`src/rtl/gpio_bank.sv`:
```
// gpio_bank: parametrised GPIO bank for an rib slave slot.
// Up to 32 pins: per-pin direction, atomic OUT set/clear, a synchronised input
// and edge interrupts. int_sig_o is a level output.
// Optional feature: define GPIO_DEBOUNCE_EN to add a per-pin debounce filter
// between the synchroniser and the IN register and edge detector.
// Register map (word index addr_i[4:2]):
//   0 DIR, 1 OUT, 2 IN, 3 IRISE, 4 IFALL, 5 IPEND (W1C), 6 OUTSET, 7 OUTCLR
module gpio_bank #(
  parameter int NUM_IO      = 2,
  parameter int SYNC_STAGES = 2,
  parameter int DB_CYCLES   = 16
) (
  input  logic              clk,
  input  logic              rst,
  input  logic              we_i,
  input  logic [31:0]       addr_i,
  input  logic [31:0]       data_i,
  output logic [31:0]       data_o,
  input  logic [NUM_IO-1:0] io_pin_i,
  output logic [NUM_IO-1:0] io_out_o,
  output logic [NUM_IO-1:0] io_oe_o,
  output logic              int_sig_o
);

  localparam logic [2:0] A_DIR    = 3'd0;
  localparam logic [2:0] A_OUT    = 3'd1;
  localparam logic [2:0] A_IN     = 3'd2;
  localparam logic [2:0] A_IRISE  = 3'd3;
  localparam logic [2:0] A_IFALL  = 3'd4;
  localparam logic [2:0] A_IPEND  = 3'd5;
  localparam logic [2:0] A_OUTSET = 3'd6;
  localparam logic [2:0] A_OUTCLR = 3'd7;

  // Elaboration-time sanity checks on the parameter ranges.
  if (NUM_IO < 1 || NUM_IO > 32) begin : g_bad_num_io
    $error("gpio_bank: NUM_IO must be 1..32");
  end
  if (SYNC_STAGES < 2 || SYNC_STAGES > 3) begin : g_bad_sync
    $error("gpio_bank: SYNC_STAGES must be 2..3");
  end
  if (DB_CYCLES < 2) begin : g_bad_db
    $error("gpio_bank: DB_CYCLES must be >= 2");
  end

  logic [2:0]        sel;
  logic [NUM_IO-1:0] wdata;

  logic [NUM_IO-1:0] dir_q,   dir_d;
  logic [NUM_IO-1:0] out_q,   out_d;
  logic [NUM_IO-1:0] irise_q, irise_d;
  logic [NUM_IO-1:0] ifall_q, ifall_d;
  logic [NUM_IO-1:0] ipend_q, ipend_d;
  logic [NUM_IO-1:0] prev_q;

  logic [NUM_IO-1:0] sync_q [SYNC_STAGES];
  logic [NUM_IO-1:0] sync_out;
  logic [NUM_IO-1:0] filt;
  logic [NUM_IO-1:0] rise;
  logic [NUM_IO-1:0] fall;
  logic [NUM_IO-1:0] clr;

  // Only addr_i[4:2] and the low NUM_IO data bits matter; the rest is ignored.
  logic unused_bus_bits;
  assign unused_bus_bits = ^{addr_i[31:5], addr_i[1:0], data_i};

  assign sel   = addr_i[4:2];
  assign wdata = data_i[NUM_IO-1:0];

  // Input synchroniser chain for the asynchronous pads.
  always_ff @(posedge clk or posedge rst) begin
    if (rst) begin
      for (int s = 0; s < SYNC_STAGES; s++) begin
        sync_q[s] <= '0;
      end
    end else begin
      sync_q[0] <= io_pin_i;
      for (int s = 1; s < SYNC_STAGES; s++) begin
        sync_q[s] <= sync_q[s-1];
      end
    end
  end

  assign sync_out = sync_q[SYNC_STAGES-1];

`ifdef GPIO_DEBOUNCE_EN
  localparam int CNT_W = $clog2(DB_CYCLES);
  localparam logic [CNT_W-1:0] CNT_LAST = CNT_W'(DB_CYCLES - 1);

  logic [CNT_W-1:0]  cnt_q [NUM_IO];
  logic [NUM_IO-1:0] filt_q;

  // Per-pin debounce: the filtered value follows the synchronised input only
  // after it has differed for DB_CYCLES consecutive cycles; any bounce back
  // restarts the window.
  always_ff @(posedge clk or posedge rst) begin
    if (rst) begin
      filt_q <= '0;
      for (int i = 0; i < NUM_IO; i++) begin
        cnt_q[i] <= '0;
      end
    end else begin
      for (int i = 0; i < NUM_IO; i++) begin
        if (sync_out[i] != filt_q[i]) begin
          if (cnt_q[i] == CNT_LAST) begin
            filt_q[i] <= sync_out[i];
            cnt_q[i]  <= '0;
          end else begin
            cnt_q[i]  <= cnt_q[i] + CNT_W'(1);
          end
        end else begin
          cnt_q[i] <= '0;
        end
      end
    end
  end

  assign filt = filt_q;
`else
  assign filt = sync_out;
`endif

  assign rise = filt & ~prev_q;
  assign fall = ~filt & prev_q;

  // W1C mask for IPEND: only bits written as 1 during an IPEND write clear.
  always_comb begin
    clr = '0;
    if (we_i && sel == A_IPEND) begin
      clr = wdata;
    end
  end

  // Register next-state: direct writes, atomic set/clear on OUT, and edge
  // capture on IPEND where a new edge beats a simultaneous clear.
  always_comb begin
    dir_d   = dir_q;
    out_d   = out_q;
    irise_d = irise_q;
    ifall_d = ifall_q;
    if (we_i) begin
      case (sel)
        A_DIR:    dir_d   = wdata;
        A_OUT:    out_d   = wdata;
        A_IRISE:  irise_d = wdata;
        A_IFALL:  ifall_d = wdata;
        A_OUTSET: out_d   = out_q | wdata;
        A_OUTCLR: out_d   = out_q & ~wdata;
        default:  ;
      endcase
    end
    ipend_d = (ipend_q & ~clr) | (rise & irise_q) | (fall & ifall_q);
  end

  // Control/status registers and the previous filtered sample.
  always_ff @(posedge clk or posedge rst) begin
    if (rst) begin
      dir_q   <= '0;
      out_q   <= '0;
      irise_q <= '0;
      ifall_q <= '0;
      ipend_q <= '0;
      prev_q  <= '0;
    end else begin
      dir_q   <= dir_d;
      out_q   <= out_d;
      irise_q <= irise_d;
      ifall_q <= ifall_d;
      ipend_q <= ipend_d;
      prev_q  <= filt;
    end
  end

  // Read mux; bits at and above NUM_IO read as zero, write-only words read 0.
  always_comb begin
    data_o = '0;
    case (sel)
      A_DIR:   data_o[NUM_IO-1:0] = dir_q;
      A_OUT:   data_o[NUM_IO-1:0] = out_q;
      A_IN:    data_o[NUM_IO-1:0] = filt;
      A_IRISE: data_o[NUM_IO-1:0] = irise_q;
      A_IFALL: data_o[NUM_IO-1:0] = ifall_q;
      A_IPEND: data_o[NUM_IO-1:0] = ipend_q;
      default: ;
    endcase
  end

  assign io_out_o  = out_q;
  assign io_oe_o   = dir_q;
  // Masking an enable hides the pending bit from the interrupt but keeps it.
  assign int_sig_o = |(ipend_q & (irise_q | ifall_q));

endmodule

```
`config.mk`:
```
export PLATFORM = sky130hd
export DESIGN_NAME = gpio_bank
export DESIGN_NICKNAME = d
export VERILOG_FILES = /design/src/rtl/gpio_bank.sv
export SDC_FILE = /design/constraint.sdc
export NUM_CORES = 1
export LEC_CHECK = 0
export BUFFER_PORTS_ARGS = -buffer_cell sky130_fd_sc_hd__buf_2
export CAP_MARGIN = 20
export CORE_ASPECT_RATIO = 1.1
export CORE_UTILIZATION = 37
export DETAILED_ROUTE_END_ITERATION = 16
export GPL_TIMING_DRIVEN = 0
export MAX_ROUTING_LAYER = met4
export PLACE_DENSITY = 0.82
export SYNTH_ARGS = -nofsm -noshare
export SYNTH_HDL_FRONTEND = slang
export SYNTH_SLANG_ARGS = --single-unit
```
`constraint.sdc`:
```
create_clock -name clk -period 2.8 [get_ports clk]
set_input_delay 0.42 -clock clk [delete_from_list [all_inputs] [get_ports clk]]
set_output_delay 0.42 -clock clk [all_outputs]
set_load 0.1 [all_outputs]
```
# Word-level counts from Yosys, hierarchy flattened
# Cells that the tools add are included.
# word_totals
regBits,16
inputBits,69
out_inout_bits,37
word_cells,41
# classes
eq_ne,7
muxes,3
bitwise_logic,15
reduce_logical,8
# op_table
operator,count
$and A2 B2 Y2,7
$eq A3 B3 Y1 const B,4
$pmux W2 S6,1
$not A2 Y2,4
$or A2 B2 Y2,4
$reduce_and A2 Y1,4
$eq A3 B2 Y1 const B,2
$pmux W2 S3,1
$eq A3 B1 Y1 const B,1
$logic_not A3 Y1,1
$reduce_bool A3 Y1,1
$mux W2,1
$reduce_or A2 Y1,1
$logic_and A1 B1 Y1,1

# Depth between registers and ports, before layout
# Gate-level depths: netlist of the first run.
# logic_depth
ltp_word,7
ltp_mapped,4
depth_no_buf,3

# Worst setup path before layout of the first run
# No wires, ideal clock.
# synth_timing
kind,register to output
from,"reg out_q[1], in the netlist io_out_o[1]"
to,out data_o[1]
arrival_time_ns,1.861
t_required_ns,2.380
path_slack_ns,0.519
stages_incl_launch_ff,3
path_buffers,0
cell_sequence,dfrtp_1 mux4_1 mux2_2
# synth_via
elab_chain_cells,1
# synth_rtl
element,line,text
from (decl),49,"logic [NUM_IO-1:0] out_q, out_d;"
from (signal assigned),165,out_q <= out_d;
$pmux W2 S6,176,case (sel)
to (decl),18,"output logic [31:0] data_o,"
# Every way passes these cells.

# Worst setup path in the final report of the first run
# Ends and elaborated chain as after synthesis.

==> metrics, run 1 <==
Layout fillers 220; Final Util 50.0%; total CTS buffers 3; vias per cell 4.15; Final #Nets 215; Seq cells post-synth 16; largest net degree at the start of global routing 17; vias in the first global route 680; area post-placement 1230 um^2; Fin. Hold Viols 0; final wirelength 1.70 mm; Post-Synthesis Cell Area 1010 um^2; CP Data Required Time 2.38 ns; setup bufs post-CTS 0; Slew Limit Headroom 60.7%; peak supply drop 0.000464 V; post-synthesis cell count 96; status finished clean; FMAX 446 MHz; Mean Syn Cell Area 10.5 um^2; Synth top cells by count 30 x buf_4, 16 x dfrtp_1, 8 x mux2_2, 5 x inv_1, 5 x o21ai_0; Tmin final 2.24 ns; ys async rst share 100%; top sig layer met4; Slew @ Worst Pin 0.589 ns; number of synthesis warnings 0; die height 56.7 um; total gr overflow 0; synth top area cells dfrtp_1 40%, buf_4 22%, mux2_2 8.9%; Residual DRC 0; IO Pins 106; CTS tree done; maximum fanout along the worst path 5; die area 2930 um^2; routed length on met3 182 um; H-tree depth 1; Setup Total Neg Slack 0 ns; core footprint 2540 um^2; P&R area growth vs syn 26.2%; WL met2 821 um; Worst Hold Class in -> async; synth unique cells 23; remaining antenna violation count after routing 0; Final Cycle Share 80.1%; PostCTS Resize Cnt 0; CP Launch Type register; 1st-iter DRT viols 3; routed length on met1 693 um; initial core utilization 39.6%; CTS Root Cell clkbuf_4; antenna violations before repair 0; Final Setup Violations 0; top cell type's share of synthesized area 39.8%; RePlAce Congestion 0.724; GRT Total Usage 13.7%; prevailing post-synth register cell dfrtp_1; first-pass GRT wire length 2.91 mm; total chip power 0.906 mW; Slew Viols, Final 0; Critical Path Sink Type output pin; DRT Pass-1 Iters 4; Die X 51.7 um; Synth area leader dfrtp_1; Crit Path Category reg -> out; PortBufs 16; drt wl/cell 9.68 um; pwr/cell area 713 nW/um^2; register area share after synthesis 39.8%; worst-skew pair later-pin latency 0.28 ns; Final Skew 0.000545 ns; max-cap violations 0; layout cells sized above 1 43.4%; RSZ-0062 raised after global routing false; Post-synth EDFFs 0; Leak 0.678 nW; # rows 19; Crit path arrival time 1.82 ns; most frequent cell after synthesis buf_4; vias 731; cts hold-fix bufs 0; Clock Pin Slew Worst Setup and Hold Paths 0.09 ns; clk sink count 16; Design Area, Final 1270 um^2; clk buf depth 2; ant diodes 0
cell type report:
cell class	count	area (um^2)	share of cell area [%]
Clock buffer	4	36.3	2.85
Inverter	5	18.8	1.48
Multi-Input combinational cell	71	450	35.4
Buffer	33	246	19.4
Sequential cell	16	400	31.5
Tap cell	31	38.8	3.05
Timing Repair Buffer	16	80.1	6.30
routing by layer:
layer | vias up | GRT usage [%]
met4 | 0 | 5.79
met1 | 320 | 15.9
met3 | 2 | 2.44
met5 | - | -
li1 | 366 | -
met2 | 43 | 22.8
worst paths after layout:
path	startpoint	endpoint	slack [ns]	cells after the start
worst min-delay path	rst	sync_q[2]	0.19	2
min in group clk	io_pin_i[0]	sync_q[2]	0.24	1
max in group asynchronous	rst	irise_q[1]	2.23	2
worst max register to register	io_out_o[1]	io_out_o[1]	1.89	2
worst min register to register	sync_q[2]	filt[0]	0.36	0
worst max-delay path	io_out_o[1]	data_o[1]	0.56	3
where the power goes:
part | switching (mW) | total, mW | internal, mW
sequential | 0.0283 | 0.291 | 0.263
combinational | 0.375 | 0.469 | 0.0946
clock | 0.0662 | 0.145 | 0.0791
registers in the layout, summed over array words and instances (netlist names):
name,cells
filt,2
ifall_q,2
io_oe_o,2
io_out_o,2
ipend_q,2
irise_q,2
prev_q,2
sync_q,2
logic make-up after synthesis:
| kind of cell | Yosys count | share of synthesized area, % |
|---|---|---|
| other | 1 | 0.372 |
| AOI/OAI and AO/OA | 13 | 7.95 |
| buffers and inverters | 38 | 26.3 |
| and+or+nand+nor | 16 | 9.81 |
| muxes | 12 | 15.8 |
| DFF | 16 | 39.8 |
critical path, stage by stage, from the launching register on:
cell     delay, ns
dfrtp_1       0.45
mux4_1        0.53
mux2_2        0.27
buf_2         0.29
layout by cell type, fill, tap and decap left out:
cell	synthesis	routed
a221oi_1	2	2
buf_6	1	1
mux2_2	8	8
conb_1	1	30
inv_1	5	5
nor4b_2	1	1
mux2i_1	2	2
buf_4	30	30
nand4b_1	1	1
nand3_1	1	1
clkbuf_4	0	3
o22ai_1	2	2
dfrtp_1	16	16
nor2b_1	1	1
nand3b_1	3	3
nor2_1	4	4
a21oi_1	2	2
o21ai_0	5	5
nand4bb_1	1	1
o211ai_1	2	2
clkbuf_8	0	1
mux4_1	1	1
buf_2	2	18
mux4_2	1	1
nand2_1	4	4
stage by stage:
| stage | std cells | hold WS, ns | worst slack [ns] |
|---|---|---|---|
| floorplan | 125 | 0.331 | 0.519 |
| global placement | 172 | 0.332 | 0.670 |
| detailed placement | 172 | 0.342 | 0.645 |
| CTS | 176 | 0.203 | 0.529 |
| global route | 176 | 0.216 | 0.500 |
| finish | 176 | 0.190 | 0.557 |
(Power assumes the default switching activity.)
==> run 2, diff against run 1 <==
--- a/config.mk
+++ b/config.mk
@@ -5,14 +5,15 @@
 export SDC_FILE = /design/constraint.sdc
 export NUM_CORES = 1
 export LEC_CHECK = 0
+export ABC_AREA = 1
 export BUFFER_PORTS_ARGS = -buffer_cell sky130_fd_sc_hd__buf_2
 export CAP_MARGIN = 20
 export CORE_ASPECT_RATIO = 1.1
-export CORE_UTILIZATION = 37
+export CORE_UTILIZATION = 32
 export DETAILED_ROUTE_END_ITERATION = 16
 export GPL_TIMING_DRIVEN = 0
 export MAX_ROUTING_LAYER = met4
-export PLACE_DENSITY = 0.82
+export PLACE_DENSITY = 0.74
 export SYNTH_ARGS = -nofsm -noshare
 export SYNTH_HDL_FRONTEND = slang
 export SYNTH_SLANG_ARGS = --single-unit
==> constraint.sdc (replaced) <==
create_clock -name clk -period 2.05 [get_ports clk]
set_input_delay 0.3075 -clock clk [delete_from_list [all_inputs] [get_ports clk]]
set_output_delay 0.3075 -clock clk [all_outputs]
set_load 0.1 [all_outputs]
==> run 2 against run 1 <==
Net effect: clock skew grew 0.00057 ns; non-clock buffer count shrank 2; critical path depth grew 5; cell count grew 22%; combinational power grew 35%; worst setup slack lost 0.23 ns; hold slack lost 0.11 ns; largest cell class unchanged; largest power group unchanged; critical endpoint is now data_o[0].
==> metrics, run 2 <==
CTS Root Cell clkbuf_4; top cell type's share of synthesized area 38.4% (-1.4 points); H-tree depth 1 (unchanged); Setup Total Neg Slack 0 ns (unchanged); Finished Layout Cells 215 (+22%); fraction of synthesized area in multiplexers 0% (-16 points); post-synthesis compound-gate area fraction 5.52% (-2.4 points); vias 857 (+17%); Mean Syn Cell Area 7.79 um^2 (-26%); total CTS buffers 3 (unchanged); remaining antenna violation count after routing 0 (unchanged); 1st-iter DRT viols 22 (+19); initial core utilization 33.9% (-5.7 points); # rows 21 (+2); Reg-to-Reg End ipend_q[0]; peak supply drop 0.000473 V (+2.1%); core footprint 3070 um^2 (+21%); Slew @ Worst Pin 0.606 ns (+0.0172 ns); cts hold-fix bufs 0 (unchanged); DRT Pass-1 Iters 4 (unchanged); CP startpoint addr_i[2]; IO Pins 106 (unchanged); drt wl/cell 8.39 um (-13%); CP Data Required Time 1.74 ns (-0.64 ns); Worst Hold Class in -> async; worst-skew pair later-pin latency 0.28 ns (about the same); Slew Viols, Final 0 (unchanged); Post-synth EDFFs 0 (unchanged); reg2reg setup slack 1.20 ns (-0.69 ns); clk buf depth 2 (unchanged); Crit Path Category in -> out; Post-Synth XOR/XNOR Area 0% (unchanged); Final Cycle Share 84.1%; first-pass GRT wire length 2.73 mm (-6.4%); Top delay family on crit path buffers and inverters; final wirelength 1.80 mm (+5.9%); commonest non-fill, non-tap cell in the layout nand2_1; Synth area leader dfrtp_1; RSZ-0062 raised after global routing false; status finished clean; Critical Path Sink Type output pin; CP Launch Type input pin; Fin. Hold Viols 0 (unchanged); main combinational cell family by area after synthesis buffers and inverters; Cell Chain, Critical Path buf_2 -> clkbuf_8 -> nor3_4 -> nand2_1 -> nand2_1 -> inv_1 -> nand2_1 -> buf_2; ys async rst share 100% (unchanged); post-synthesis cell count 134 (+40%); total gr overflow 0 (unchanged); synth unique cells 19 (-17%); vias in the first global route 654 (-3.8%); Leak 0.772 nW (+14%); Slew Limit Headroom 59.6% (-1.1 points); setup bufs post-CTS 0 (unchanged); synth top area cells dfrtp_1 38%, buf_4 22%, nand2_1 14%; prevailing post-synth register cell dfrtp_1; most frequent cell after synthesis nand2_1; Post-Synthesis Cell Area 1040 um^2 (+3.6%); most frequent cells in the layout 39 x nand2_1, 30 x buf_4, 30 x conb_1, 15 x buf_2, 12 x dfrtp_1; P&R area growth vs syn 25.2%; cell at the slowest stage of the critical path buf_2; die height 61.9 um (+9.1%); Seq cells post-synth 16 (unchanged); simple-gate share of the synthesized area 27.0% (+17 points); vias per cell 3.99 (-4.0%); most used cell, CP nand2_1; register area share after synthesis 38.4% (-1.4 points); Worst Reg-to-Reg Cells 4 (+2); Clock Pin Slew Worst Setup and Hold Paths 0.09 ns (about the same); Final Skew 0.00111 ns (+0.000566 ns); PortBufs 14 (-2); GRT Total Usage 10.7% (-3.0 points); hpwl dp 1.41 mm; Final Setup Violations 0 (unchanged); cell count after placement 211 (+23%); pwr/cell area 944 nW/um^2 (+33%); ant diodes 0 (unchanged); number of synthesis warnings 0 (unchanged); Worst Setup EP data_o[0]; adder and majority cell fraction of the synthesized area 0% (unchanged); Synth top cells by count 39 x nand2_1, 30 x buf_4, 16 x dfrtp_1, 11 x inv_1, 9 x nand3_1; Residual DRC 0 (unchanged); Tmin final 1.72 ns; layout cells sized above 1 33.1% (-10 points); largest net degree at the start of global routing 17 (unchanged); antenna violations before repair 0 (unchanged); Worst path depth 8 (+5); maximum fanout along the worst path 10 (+5); Crit path arrival time 1.42 ns (-0.40 ns); RePlAce Congestion 0.828 (+14%); Die X 56.4 um (+9.1%); CP peak stage delay 0.41 ns (-0.12 ns); clk sink count 16 (unchanged); Crit Reg-Reg Startpoint ifall_q[0]; WP buf/inv 4 (+3); FMAX 580 MHz; PostCTS Resize Cnt 0 (unchanged); max-cap violations 0 (unchanged); Final #Nets 251 (+17%); CTS tree done; die area 3490 um^2 (+19%)
run 2: cell count changes after synthesis, moves of 2 or more:
| cell | before | now |
|---|---|---|
| inv_1 | 5 | 11 |
| a31oi_1 | 0 | 2 |
| mux2i_1 | 2 | 0 |
| a221oi_1 | 2 | 0 |
| o22ai_1 | 2 | 0 |
| mux2_2 | 8 | 0 |
| nand2_1 | 4 | 39 |
| a21oi_1 | 2 | 0 |
| o211ai_1 | 2 | 0 |
| nand3b_1 | 3 | 0 |
| nand4_1 | 0 | 5 |
| o21ai_0 | 5 | 8 |
| nand3_1 | 1 | 9 |
run 2: cells by family (layout without fill, tap and decap cells):
kind of cell,Yosys count,count (layout)
compound gates,11,11
flops,16,16
simple gates,61,61
other cells,1,30
buf+inv,45,63
run 2: metal layers:
layer	vias up	global-route usage (%)	share of wire [%]
met3	4	2.69	9.4
met4	0	5.23	1.6
met1	353	12.5	44
met5	-	-	0
li1	457	-	-
met2	43	17.3	45
run 2: worst min path at each step:
| stage | startpoint | to | slack, ns | cells past startpoint |
|---|---|---|---|---|
| 4_1_cts | rst | ifall_q[0] | 0.09 | 2 |
| 3_3_place_gp | sync_q[3] | filt[1] | 0.33 | 0 |
| 6_report | rst | ifall_q[0] | 0.08 | 2 |
| 3_5_place_dp | sync_q[2] | filt[0] | 0.33 | 0 |
| 2_1_floorplan | rst | filt[0] | 0.22 | 1 |
| 5_1_grt | io_pin_i[0] | sync_q[2] | 0.12 | 1 |
run 2: through the flow:
step           hold slack [ns]  setup WS [ns]  power (mW)  utilization (%)  instance area, um^2
2_1_floorplan            0.221          0.234       0.970                -                 1160
3_3_place_gp             0.333          0.328        1.03             41.3                 1270
3_5_place_dp             0.335          0.328        1.03             41.3                 1270
4_1_cts                 0.0950          0.316        1.24             42.5                 1310
5_1_grt                  0.116          0.244        1.29             42.5                 1310
6_report                0.0785          0.326        1.23             42.5                 1310
run 2: worst reg2reg max path, stage by stage (launching register included):
cell and delay [ns]:
dfrtp_1 0.44, nand2_1 0.08, nor2_1 0.04, a31oi_1 0.13, nand2_1 0.06
run 2: layout make-up:
type	count	area, um^2
Fill cell	319	1770
Multi-Input combinational cell	102	452
Sequential cell	16	405
Buffer	33	255
Timing Repair Buffer	14	70.1
Inverter	12	45.0
Tap cell	34	42.5
Clock buffer	4	36.3
run 2: power by group:
group | total, mW | switching (mW) | internal (mW)
logic | 0.631 | 0.529 | 0.102
registers | 0.398 | 0.0371 | 0.361
clock network | 0.204 | 0.0963 | 0.108
